[src/rtl/mem_bus_interface.sv]
// Memory-port stage: request/ready handshake to shared memory, latches IR and MDR, stalls the controller.
// Optional access timeout with sticky mem_err when MEM_TIMEOUT_EN is defined.
//
// state | meaning
// IDLE  | waiting for a store/fetch/load strobe
// BUSY  | request outstanding, waiting for bus_ready
// DONE  | one-cycle completion, controller advances
module mem_bus_interface #(
   parameter int ADDR_W  = 32,
   parameter int DATA_W  = 32,
   parameter int TIMEOUT = 16
) (
   input  logic              clk,
   input  logic              rst_n,
   input  logic              IorD,
   input  logic              IRWrite,
   input  logic              MemWrite,
   input  logic              MemRead,
   input  logic [ADDR_W-1:0] pc,
   input  logic [ADDR_W-1:0] alu_out,
   input  logic [DATA_W-1:0] wdata,
   output logic [DATA_W-1:0] instr,
   output logic [5:0]        opcode,
   output logic [DATA_W-1:0] mdr,
   output logic              stall,
   output logic              mem_err,
   output logic              bus_req,
   output logic              bus_we,
   output logic [ADDR_W-1:0] bus_addr,
   output logic [DATA_W-1:0] bus_wdata,
   input  logic [DATA_W-1:0] bus_rdata,
   input  logic              bus_ready
);

   typedef enum logic [1:0] {IDLE, BUSY, DONE} state_t;
   typedef enum logic [1:0] {K_STORE, K_FETCH, K_LOAD} kind_t;

   state_t state, state_nxt;
   kind_t  kind, kind_nxt;
   logic   req, accept, complete, abort, timeout_hit;

   always_ff @(posedge clk or negedge rst_n) begin
      if (!rst_n) state <= IDLE;
      else        state <= state_nxt;
   end

   always_comb begin
      req       = MemWrite | IRWrite | MemRead;
      kind_nxt  = MemWrite ? K_STORE : (IRWrite ? K_FETCH : K_LOAD);
      state_nxt = state;
      stall     = 1'b0;
      accept    = 1'b0;
      complete  = 1'b0;
      abort     = 1'b0;
      case (state)
         IDLE: begin
            if (req) begin
               stall     = 1'b1;
               accept    = 1'b1;
               state_nxt = BUSY;
            end
         end
         BUSY: begin
            stall = 1'b1;
            if (bus_ready) begin
               complete  = 1'b1;
               state_nxt = DONE;
            end else if (timeout_hit) begin
               abort     = 1'b1;
               state_nxt = DONE;
            end
         end
         DONE:    state_nxt = IDLE;
         default: state_nxt = IDLE;
      endcase
   end

   always_ff @(posedge clk or negedge rst_n) begin
      if (!rst_n) begin
         kind      <= K_LOAD;
         bus_req   <= 1'b0;
         bus_we    <= 1'b0;
         bus_addr  <= '0;
         bus_wdata <= '0;
         instr     <= '0;
         mdr       <= '0;
      end else begin
         if (accept) begin
            kind      <= kind_nxt;
            bus_req   <= 1'b1;
            bus_we    <= MemWrite;
            bus_addr  <= IorD ? alu_out : pc;
            bus_wdata <= wdata;
         end
         if (complete || abort) begin
            bus_req <= 1'b0;
            bus_we  <= 1'b0;
         end
         if (complete && kind == K_FETCH) instr <= bus_rdata;
         if (complete && kind == K_LOAD)  mdr   <= bus_rdata;
      end
   end

   assign opcode = instr[31:26];

`ifdef MEM_TIMEOUT_EN
   localparam int CNT_W = (TIMEOUT > 1) ? $clog2(TIMEOUT) : 1;
   logic [CNT_W-1:0] cnt;

   assign timeout_hit = (cnt == CNT_W'(TIMEOUT - 1));

   always_ff @(posedge clk or negedge rst_n) begin
      if (!rst_n) begin
         cnt     <= '0;
         mem_err <= 1'b0;
      end else begin
         if (accept)                      cnt <= '0;
         else if (state == BUSY && !abort) cnt <= cnt + CNT_W'(1);
         if (accept)     mem_err <= 1'b0;
         else if (abort) mem_err <= 1'b1;
      end
   end
`else
   logic unused_timeout;
   assign unused_timeout = (TIMEOUT > 0);
   assign timeout_hit    = 1'b0;
   assign mem_err        = 1'b0;
`endif

endmodule

[config.mk]
export PLATFORM = sky130hd
export DESIGN_NAME = mem_bus_interface
export DESIGN_NICKNAME = d
export VERILOG_FILES = /design/src/rtl/mem_bus_interface.sv
export SDC_FILE = /design/constraint.sdc
export NUM_CORES = 1
export LEC_CHECK = 0
export ABC_AREA = 1
export CAP_MARGIN = 15
export CORE_MARGIN = 3
export CORE_UTILIZATION = 41
export CTS_CLUSTER_SIZE = 14
export DETAILED_ROUTE_END_ITERATION = 12
export PLACE_DENSITY = 0.78
export RECOVER_POWER = 50
export SYNTH_ARGS = -nofsm -noshare
export SYNTH_HDL_FRONTEND = slang
export SYNTH_SLANG_ARGS = --single-unit
[constraint.sdc]
create_clock -name clk -period 1.65 [get_ports clk]
set_input_delay 0.165 -clock clk [delete_from_list [all_inputs] [get_ports clk]]
set_output_delay 0.165 -clock clk [all_outputs]
set_load 0.05 [all_outputs]
==> impl_metrics.env, run 1 <==
export IMPL_syn_inst=691
export IMPL_clk_pin_slew_ns=0.06
export IMPL_syn_num_nets=826
export IMPL_insertion_delay_ns=0.40
export IMPL_critical_path_class="flip-flop to primary output"
export IMPL_wl_met1_um=6647
export IMPL_ant_nets=0
export IMPL_cp_start_kind="flip-flop"
export IMPL_io_buffers=271
export IMPL_seq_power_share=0.276
export IMPL_ff_latch_area_um2=3354
export IMPL_outcome="completed"
export IMPL_p_int_uw=9942
export IMPL_vias=5345
export IMPL_grt_overflow_total=0
export IMPL_synth_warnings=0
export IMPL_finalCritPeriodShare=0.9589
export IMPL_switching_share=0.5179
export IMPL_synth_adder_area_share=0
export IMPL_hpwl_um=12450
export IMPL_ys_seq_area_frac=0.5861
export IMPL_vias_per_cell=4.664
export IMPL_required_ns=1.48
export IMPL_tns_ns=0
export IMPL_final_min_clock_period_ns=1.582
export IMPL_cts_tree="built"
export IMPL_cts_buffers=17
export IMPL_fp_dieArea_um2=15410
export IMPL_drv_slew=0
export IMPL_rows=42
export IMPL_pin_count=273
export IMPL_ctsRootBufferMaster="clkbuf_16"
export IMPL_drcViolationCount=0
export IMPL_hold_ws_ns=0.2705
export IMPL_crit_fanout=5
export IMPL_grt_pass1_vias=5088
export IMPL_p_sw_uw=10680
export IMPL_grt_max_degree=65
export IMPL_die_width_um=124.1
export IMPL_multi_input_area_um2=1932
export IMPL_first_pass_iters=4
export IMPL_ys_ff_latch=134
export IMPL_holdCritPathClass="primary input to flip-flop"
export IMPL_worst_pin_slew_ns=1.027
export IMPL_max_freq_mhz=632.1
export IMPL_power_density_nw_per_um2=2373
export IMPL_setup_viol=0
export IMPL_synth_mux_area_frac=0
export IMPL_grt_usage=0.2187
export IMPL_met3RoutedLength_um=1705
export IMPL_antenna_found_initial=0
export IMPL_max_slew_margin=0.3156
export IMPL_drt_initial_drc_count=341
export IMPL_routedWlPerCell_um=15.06
export IMPL_clkPwrFrac=0.188
export IMPL_gp_congestion=0.7649
export IMPL_syn_area_um2=5723
export IMPL_critPathCaptureType="primary output"
export IMPL_postSynthAreaPerCell_um2=8.282
export IMPL_wl_met2_um=8652
export IMPL_htree_levels=4
export IMPL_cts_sinks=134
export IMPL_cap_violations=0
export IMPL_fin_nets=1092
export IMPL_fp_coreArea_um2=13450
export IMPL_arrival_ns=1.42
export IMPL_peakVddDrop_v=0.001287
export IMPL_area_growth_syn_to_layout_pct=51.86
export IMPL_synth_xor_area_frac=0
export IMPL_grt_pass1_wl_um=25750
export IMPL_num_fill_cells=1226
export IMPL_synth_top_family_by_area="simple AND/OR/NAND/NOR gates"
export IMPL_die_h_um=124.1
export IMPL_final_hold_violation_count=0
export IMPL_highest_layer="met4"
export IMPL_rsz0062_at_grt="false"
export IMPL_synth_cell_types=18
export IMPL_skew_ns=0.009397
export IMPL_final_layout_size_suffix_gt1_frac=0.1300
export IMPL_drt_wl_total_um=17260
export IMPL_yosys_area_share_simple=0.3037
export IMPL_initial_core_util=0.4254
export IMPL_clock_path_buffers=2
export IMPL_combinationalPowerShare=0.536
export IMPL_p_leak_uw=0.004558
export IMPL_synth_compound_area_frac=0.03061
-- path summary, 6_finish.rpt --
kind	slack, ns	end	from	cells past startpoint
worst max-delay path	0.07	stall	state[1]$_DFFE_PN0P_	7
worst max register to register	0.21	bus_wdata[11]$_DFFE_PN0P_	state[1]$_DFFE_PN0P_	7
worst min-delay path	0.27	bus_addr[10]$_DFFE_PN0P_	IorD	5
max in group asynchronous	0.24	bus_wdata[15]$_DFFE_PN0P_	rst_n	3
worst min register to register	0.46	mdr[27]$_DFFE_PN0P_	mdr[27]$_DFFE_PN0P_	2
min in group asynchronous	0.48	instr[3]$_DFFE_PN0P_	rst_n	2
-- stage by stage --
| step | setup WS, ns | total power [uW] | utilization | std cells | cell area, um^2 |
|---|---|---|---|---|---|
| floorplan | 0.3220 | 13600 | - | 691 | 5723 |
| finish | 0.06788 | 20620 | 0.6460 | 1146 | 8691 |
| global route | 0.0003660 | 21740 | 0.6458 | 1145 | 8688 |
| global placement | 0.06699 | 17300 | 0.6151 | 1109 | 8275 |
| detailed placement | 0.02782 | 17440 | 0.6151 | 1109 | 8275 |
| CTS | 0.006016 | 21350 | 0.6620 | 1141 | 8906 |
-- metal layers --
metal,track usage,vias up
met4,0.07324,0
li1,-,2647
met5,0,-
met3,0.08174,19
met2,0.3814,216
met1,0.2468,2463
-- cells in the mapped netlist --
cell type,number,area share
a21oi_1,1,0.00087
buf_2,23,0.020
buf_4,14,0.018
buf_6,6,0.012
clkbuf_1,3,0.0020
conb_1,1,0.00066
dfrtp_1,133,0.58
dfstp_2,1,0.0046
inv_1,35,0.023
inv_2,4,0.0026
inv_4,1,0.0011
nand2_1,362,0.24
nand2_2,3,0.0033
nand3_1,66,0.058
nor2_1,2,0.0013
nor2_4,2,0.0039
o21ai_0,32,0.028
o21ai_1,2,0.0017
-- flip-flops by register name, summed over array words and instances, names as in the netlist --
| register | count |
|---|---|
| bus_we | 1 |
| state | 2 |
| mdr | 32 |
| instr | 32 |
| bus_addr | 32 |
| bus_wdata | 32 |
| bus_req | 1 |
| kind | 2 |
-- power by group through the flow --
stage	Combinational (uW)	Sequential, uW	Clock [uW]
after detailed placement	11700	5700	0
after global routing	11800	5880	4090
after floorplan	2960	10600	0
after CTS	11700	5720	3940
after global placement	11600	5700	0
final	11000	5690	3880
-- layout make-up --
class / count / area share
antenna: 1 / 0.0002879
sequential: 134 / 0.3860
clock inverter: 11 / 0.01728
tap: 176 / 0.02534
inverter: 40 / 0.01785
clock buffer: 20 / 0.05370
multi-input combinational: 471 / 0.2223
timing repair buffer: 293 / 0.2773
-- what timing repair did --
| item | in CTS | in global routing |
|---|---|---|
| gates resized for setup | 22 | 2 |
| setup endpoints to repair | 16 | 1 |
| endpoints found under the hold margin | 67 | 0 |
| hold buffers | 1 | 0 |
| buffers inserted | 0 | 4 |
-- worst max-delay path, stage by stage (launching register included) --
cell and delay (ns):
dfrtp_1 0.38, inv_2 0.08, nand2_4 0.07, inv_4 0.07, nand2_4 0.06, buf_6 0.13
nand2_2 0.06, buf_8 0.14
-- cells in the final DEF (no fill, tap or decap), types with 3 or more instances in the layout --
cell type and n:
buf_12 8, buf_4 66, bufinv_16 3, clkbuf_1 64, clkbuf_16 17, clkbuf_2 4, clkbuf_8 3, clkdlybuf4s50_1 132
clkinvlp_4 5, dfrtp_1 133, dlygate4sd2_1 15, inv_1 34, inv_2 4, nand2_1 360, nand2_2 3, nand3_1 66
o21ai_0 32
-- cell families after synthesis --
family | count (synthesis)
flip-flops | 134
other | 1
AO/OA/AOI/OAI | 35
AND/OR/NAND/NOR | 435
buffers and inverters | 86
Note: power is estimated with default switching activity, not from simulation.
==> inputs of run 2 (changes only) <==
Settings changed: CORE_MARGIN 3 to default, REMOVE_ABC_BUFFERS from default to 1.
==> run 2 against run 1 <==
- sequential power about the same
- die area down 6.3%
- final area shrank 1.2%
- critical path type is now flip-flop to flip-flop
- global-route usage increased by 2.1 points
- via count rose by 0.62%
==> impl_metrics.env, run 2 (same netlist as run 1, synthesis figures left out) <==
export IMPL_crit_top_cell="nand2_1"
export IMPL_area_growth_syn_to_layout_pct=50.11
export IMPL_io_buffers=271
export IMPL_clk_pin_slew_ns=0.05
export IMPL_combinationalPowerShare=0.537
export IMPL_drv_slew=0
export IMPL_num_fill_cells=1215
export IMPL_fp_coreArea_um2=13450
export IMPL_ctsRootBufferMaster="clkbuf_16"
export IMPL_gp_congestion=0.8318
export IMPL_cp_slowest_stage_delay_ns=0.46
export IMPL_p_leak_uw=0.004537
export IMPL_busiest_layer="met2"
export IMPL_critical_path_class="flip-flop to flip-flop"
export IMPL_p_int_uw=9749
export IMPL_power_density_nw_per_um2=2356
export IMPL_met1_usage=0.2861
export IMPL_final_layout_size_suffix_gt1_frac=0.1091
export IMPL_antenna_found_initial=0
export IMPL_cts_tree="built"
export IMPL_worstSetupStartpoint="state[0]$_DFFE_PN0P_"
export IMPL_crit_family="buffers and inverters"
export IMPL_min_from="wdata[19]"
export IMPL_finalCritPeriodShare=0.8881
export IMPL_cts_buffers=17
export IMPL_cp_start_kind="flip-flop"
export IMPL_path_cells="inv_1, nand2_2, inv_2, nand2_4, inv_4, nand2_1, nand2_1"
export IMPL_arrival_ns=1.80
export IMPL_switching_share=0.5183
export IMPL_hold_end="bus_wdata[19]$_DFFE_PN0P_"
export IMPL_routedWlPerCell_um=14.43
export IMPL_reg2reg_to="bus_wdata[29]$_DFFE_PN0P_"
export IMPL_first_pass_iters=4
export IMPL_clock_path_buffers=2
export IMPL_final_cell_area_um2=8591
export IMPL_vias_per_cell=4.726
export IMPL_vias=5378
export IMPL_pre_cts_ws_ns=-0.03729
export IMPL_setup_slack_ns=0.1847
export IMPL_cpMaxStageDelayCell="inv_4"
export IMPL_initial_core_util=0.4254
export IMPL_pin_count=273
export IMPL_use_met3=0.08840
export IMPL_critPathCaptureType="flip-flop"
export IMPL_reg2reg_slack_ns=0.18
export IMPL_holdCritPathClass="primary input to flip-flop"
export IMPL_p_sw_uw=10490
export IMPL_skew_ns=0.004699
export IMPL_die_width_um=120.1
export IMPL_outcome="completed"
export IMPL_use_met2=0.3930
export IMPL_rsz0062_at_grt="false"
export IMPL_worst_pin_slew_ns=1.087
export IMPL_drt_wl_total_um=16420
export IMPL_fp_dieArea_um2=14430
export IMPL_post_dp_cell_area_um2=8280
export IMPL_clkPwrFrac=0.183
export IMPL_mostFrequentLayoutCells="nand2_1 (360), dfrtp_1 (133), clkdlybuf4s50_1 (132)"
export IMPL_grt_usage=0.2392
export IMPL_insertion_delay_ns=0.40
export IMPL_required_ns=1.99
export IMPL_grt_overflow_total=0
export IMPL_n_antenna_cell=0
export IMPL_max_freq_mhz=682.4
export IMPL_grt_pass1_wl_um=26610
export IMPL_r2r_cells=7
export IMPL_final_hold_violation_count=0
export IMPL_peakVddDrop_v=0.001162
export IMPL_rows=42
export IMPL_htree_levels=4
export IMPL_seq_power_share=0.280
export IMPL_worst_path_buf_inv=3
export IMPL_worstHoldPathCells=3
export IMPL_drt_initial_drc_count=500
export IMPL_final_common_cell="nand2_1"
export IMPL_setup_viol=0
export IMPL_reg2reg_from="state[0]$_DFFE_PN0P_"
export IMPL_final_min_clock_period_ns=1.465
export IMPL_power_total_uw=20240
export IMPL_crit_fanout=64
export IMPL_max_slew_margin=0.2755
export IMPL_fin_nets=1086
export IMPL_hpwl_um=11510
export IMPL_cts_sinks=134
export IMPL_drcViolationCount=0
export IMPL_grt_pass1_vias=5237
export IMPL_grt_max_degree=65
export IMPL_cts_setup_buffers=0
export IMPL_die_h_um=120.1
export IMPL_ant_nets=0
export IMPL_cap_violations=0
## run 2: power groups by stage
stage	clock network, uW	registers [uW]	logic, uW
after floorplan	0	10900	2270
final	3700	5670	10900
after detailed placement	0	5690	11700
after CTS	3770	5690	11600
after global placement	0	5700	11600
after global routing	3930	5850	11600
## run 2: area by class of cell
class	count	area, um^2	share of cell area
Clock buffer	27	513.0	0.05971
Sequential cell	134	3354	0.3905
Inverter	40	152.6	0.01777
Clock inverter	3	65.06	0.007574
Timing Repair Buffer	287	2354	0.2740
Tap cell	176	220.2	0.02563
Multi-Input combinational cell	471	1932	0.2249
## run 2: worst register-to-register path: cells and delay by family (launching register included)
family	cells	cell delay [ns]
simple gates	4	0.39
flops	1	0.39
buf+inv	3	0.61
## run 2: layer usage
metal,vias up,routed length (um)
met5,-,0
li1,2634,-
met2,234,7863
met4,0,276
met1,2489,6505
met3,21,1779
## run 2: worst max-delay path by stage
stage / to / slack (ns) / cells after the start
finish: bus_wdata[29]$_DFFE_PN0P_ / 0.18 / 7
global route: instr[28]$_DFFE_PN0P_ / 0.04 / 3
CTS: stall / 0.005 / 7
detailed placement: bus_wdata[24]$_DFFE_PN0P_ / -0.04 / 7
global placement: bus_wdata[24]$_DFFE_PN0P_ / 0.008 / 7
floorplan: stall / -0.19 / 5
## run 2: what timing repair did
| action | 4_1_cts | 5_1_grt |
|---|---|---|
| hold buffers | 1 | 0 |
| setup endpoints to repair | 26 | 1 |
| resized for setup | 27 | 4 |
| hold endpoints to repair | 39 | 0 |
## run 2: through the flow
stage               hold slack [ns]  std cells    util   TNS, ns
floorplan                   -0.1306        645       -    -21.75
global placement             0.1117       1108  0.6155         0
detailed placement           0.1103       1108  0.6155  -0.03729
CTS                          0.2558       1139  0.6574         0
global route                 0.2990       1138  0.6386         0
finish                       0.2987       1138  0.6386         0
==> RTL edit, RTL diff (flow settings as in run 1) <==
The parameter `ADDR_W` goes from 32 to 64.
--- a/src/rtl/mem_bus_interface.sv
+++ b/src/rtl/mem_bus_interface.sv
@@ -8,3 +8,3 @@
 module mem_bus_interface #(
-   parameter int ADDR_W  = 32,
+   parameter int ADDR_W  = 64,
    parameter int DATA_W  = 32,
Interface: changed (resized alu_out, bus_addr and pc); port bits go from 273 to 369. The function was not compared with the original's and may differ.
==> RTL edit against run 1 <==
- register-to-register slack better by 50 ps
- synthesized cell count up 35%
- first-iteration DRC count rose by 7.6%
- worst setup slack better by 11 ps
- combinational power up 27%
- largest power group unchanged
- utilization down 0.49 points
- sequential cell count rose by 32
- area after synthesis rose by 29%
- maximum frequency increased by 0.68%
- sequential power increased by 24%
- final area rose by 28%
- routed wire length up 40%
- power up 21%
==> RTL edit: results (changes against run 1) <==
Non-Clock Buffer Count=393 (+34%); delay of the slowest critical-path stage=410 ps (+30 ps); Placed Area=0.0109 sq mm (+31%); met1 WL=9080 um (+37%); Layout clock area frac=5.27% (-1.8 points); worst-path fanout max=4 (-1); sw frac=53.1% (+1.3 points); first drt pass iteration count=6 (+2); FF-to-FF Start=state[0]; share of layout cells above drive strength 1=11.3% (-1.7 points); top cells by count, synth=nand2_1 (492), dfrtp_1 (165), nand3_1 (66); GRT Resource Usage Total=24.2% (+2.4 points); DP Worst Slack=12.0 ps (-15.8 ps); DR vias=7,149 (+34%); Final period util=95.2% (-0.65 points); comb pwr=14.0 mW (+27%); met2 Usage GRT=41.4% (+3.3 points); Gate Count Post-Synth=930 (+35%); worst hold margin=280 ps (+9.59 ps); met1 Use GR=28.4% (+3.7 points); gpl congestion=0.863 (+13%); CLK BUF=22 (+10%); P_leak=5.90 nW (+29%); Final Skew=9.58 ps (+0.180 ps); FF-to-FF End=bus_addr[48]; PortBufs=367 (+35%); Post-Layout Inst Area=0.0112 sq mm (+28%); multi-input logic cell count=631 (+34%); number of distinct library cells after synthesis=17 (-1); largest net degree at the start of global routing=66 (+1.5%); M3 GR Usage=8.06% (-0.12 points); hold path depth=3 (-2); status=completed; DRT iter0 DRCs=367 (+7.6%); initial antenna violation count=1 (+1); multi-input logic area=0.00256 sq mm (+33%); measured slew at the worst slew-check pin=857 ps (-169 ps); pwr/cell area=2240 mW/mm^2 (-5.6%); Logic inverters=72 (+80%); Worst R2R Path Depth=9 (+2); top cells by area, synth=dfrtp_1 (56%), nand2_1 (25%), nand3_1 (4.5%); DR WL met3=2090 um (+22%)
==> RTL edit: cell types whose count changed after synthesis, sizes merged <==
| cell | delta |
|---|---|
| nand2 | +128 |
| clkbuf | +3 |
| dfrtp | +32 |
| inv | +32 |
| buf | +12 |
| o21ai | +32 |
==> RTL edit: cells by family (layout without fill, tap and decap cells) <==
logic type / Yosys count / in the layout / synth area share, %
AOI/OAI and AO/OA: 67 / 67 / 4.55
buffers and inverters: 133 / 497 / 9.12
DFF: 166 / 166 / 56.4
other: 1 / 2 / 0.0509
and+or+nand+nor: 563 / 563 / 29.9
==> RTL edit: repair_timing <==
action,in CTS,in global routing
hold buffers,1,0
pin swaps,1,1
hold endpoints to repair,51,0
gates resized for setup,21,2
endpoints found under the setup margin,17,1
gates cloned,0,1
buffers inserted,0,3
==> RTL edit: worst reg2reg max path, cell delays in order, from the launching register on <==
cell     delay, ps
dfrtp_1        410
inv_2           80
nand2_4         50
inv_4           60
nand2_4         70
buf_12         130
buf_4          180
buf_4          190
nand2_1         70
nand2_1         50
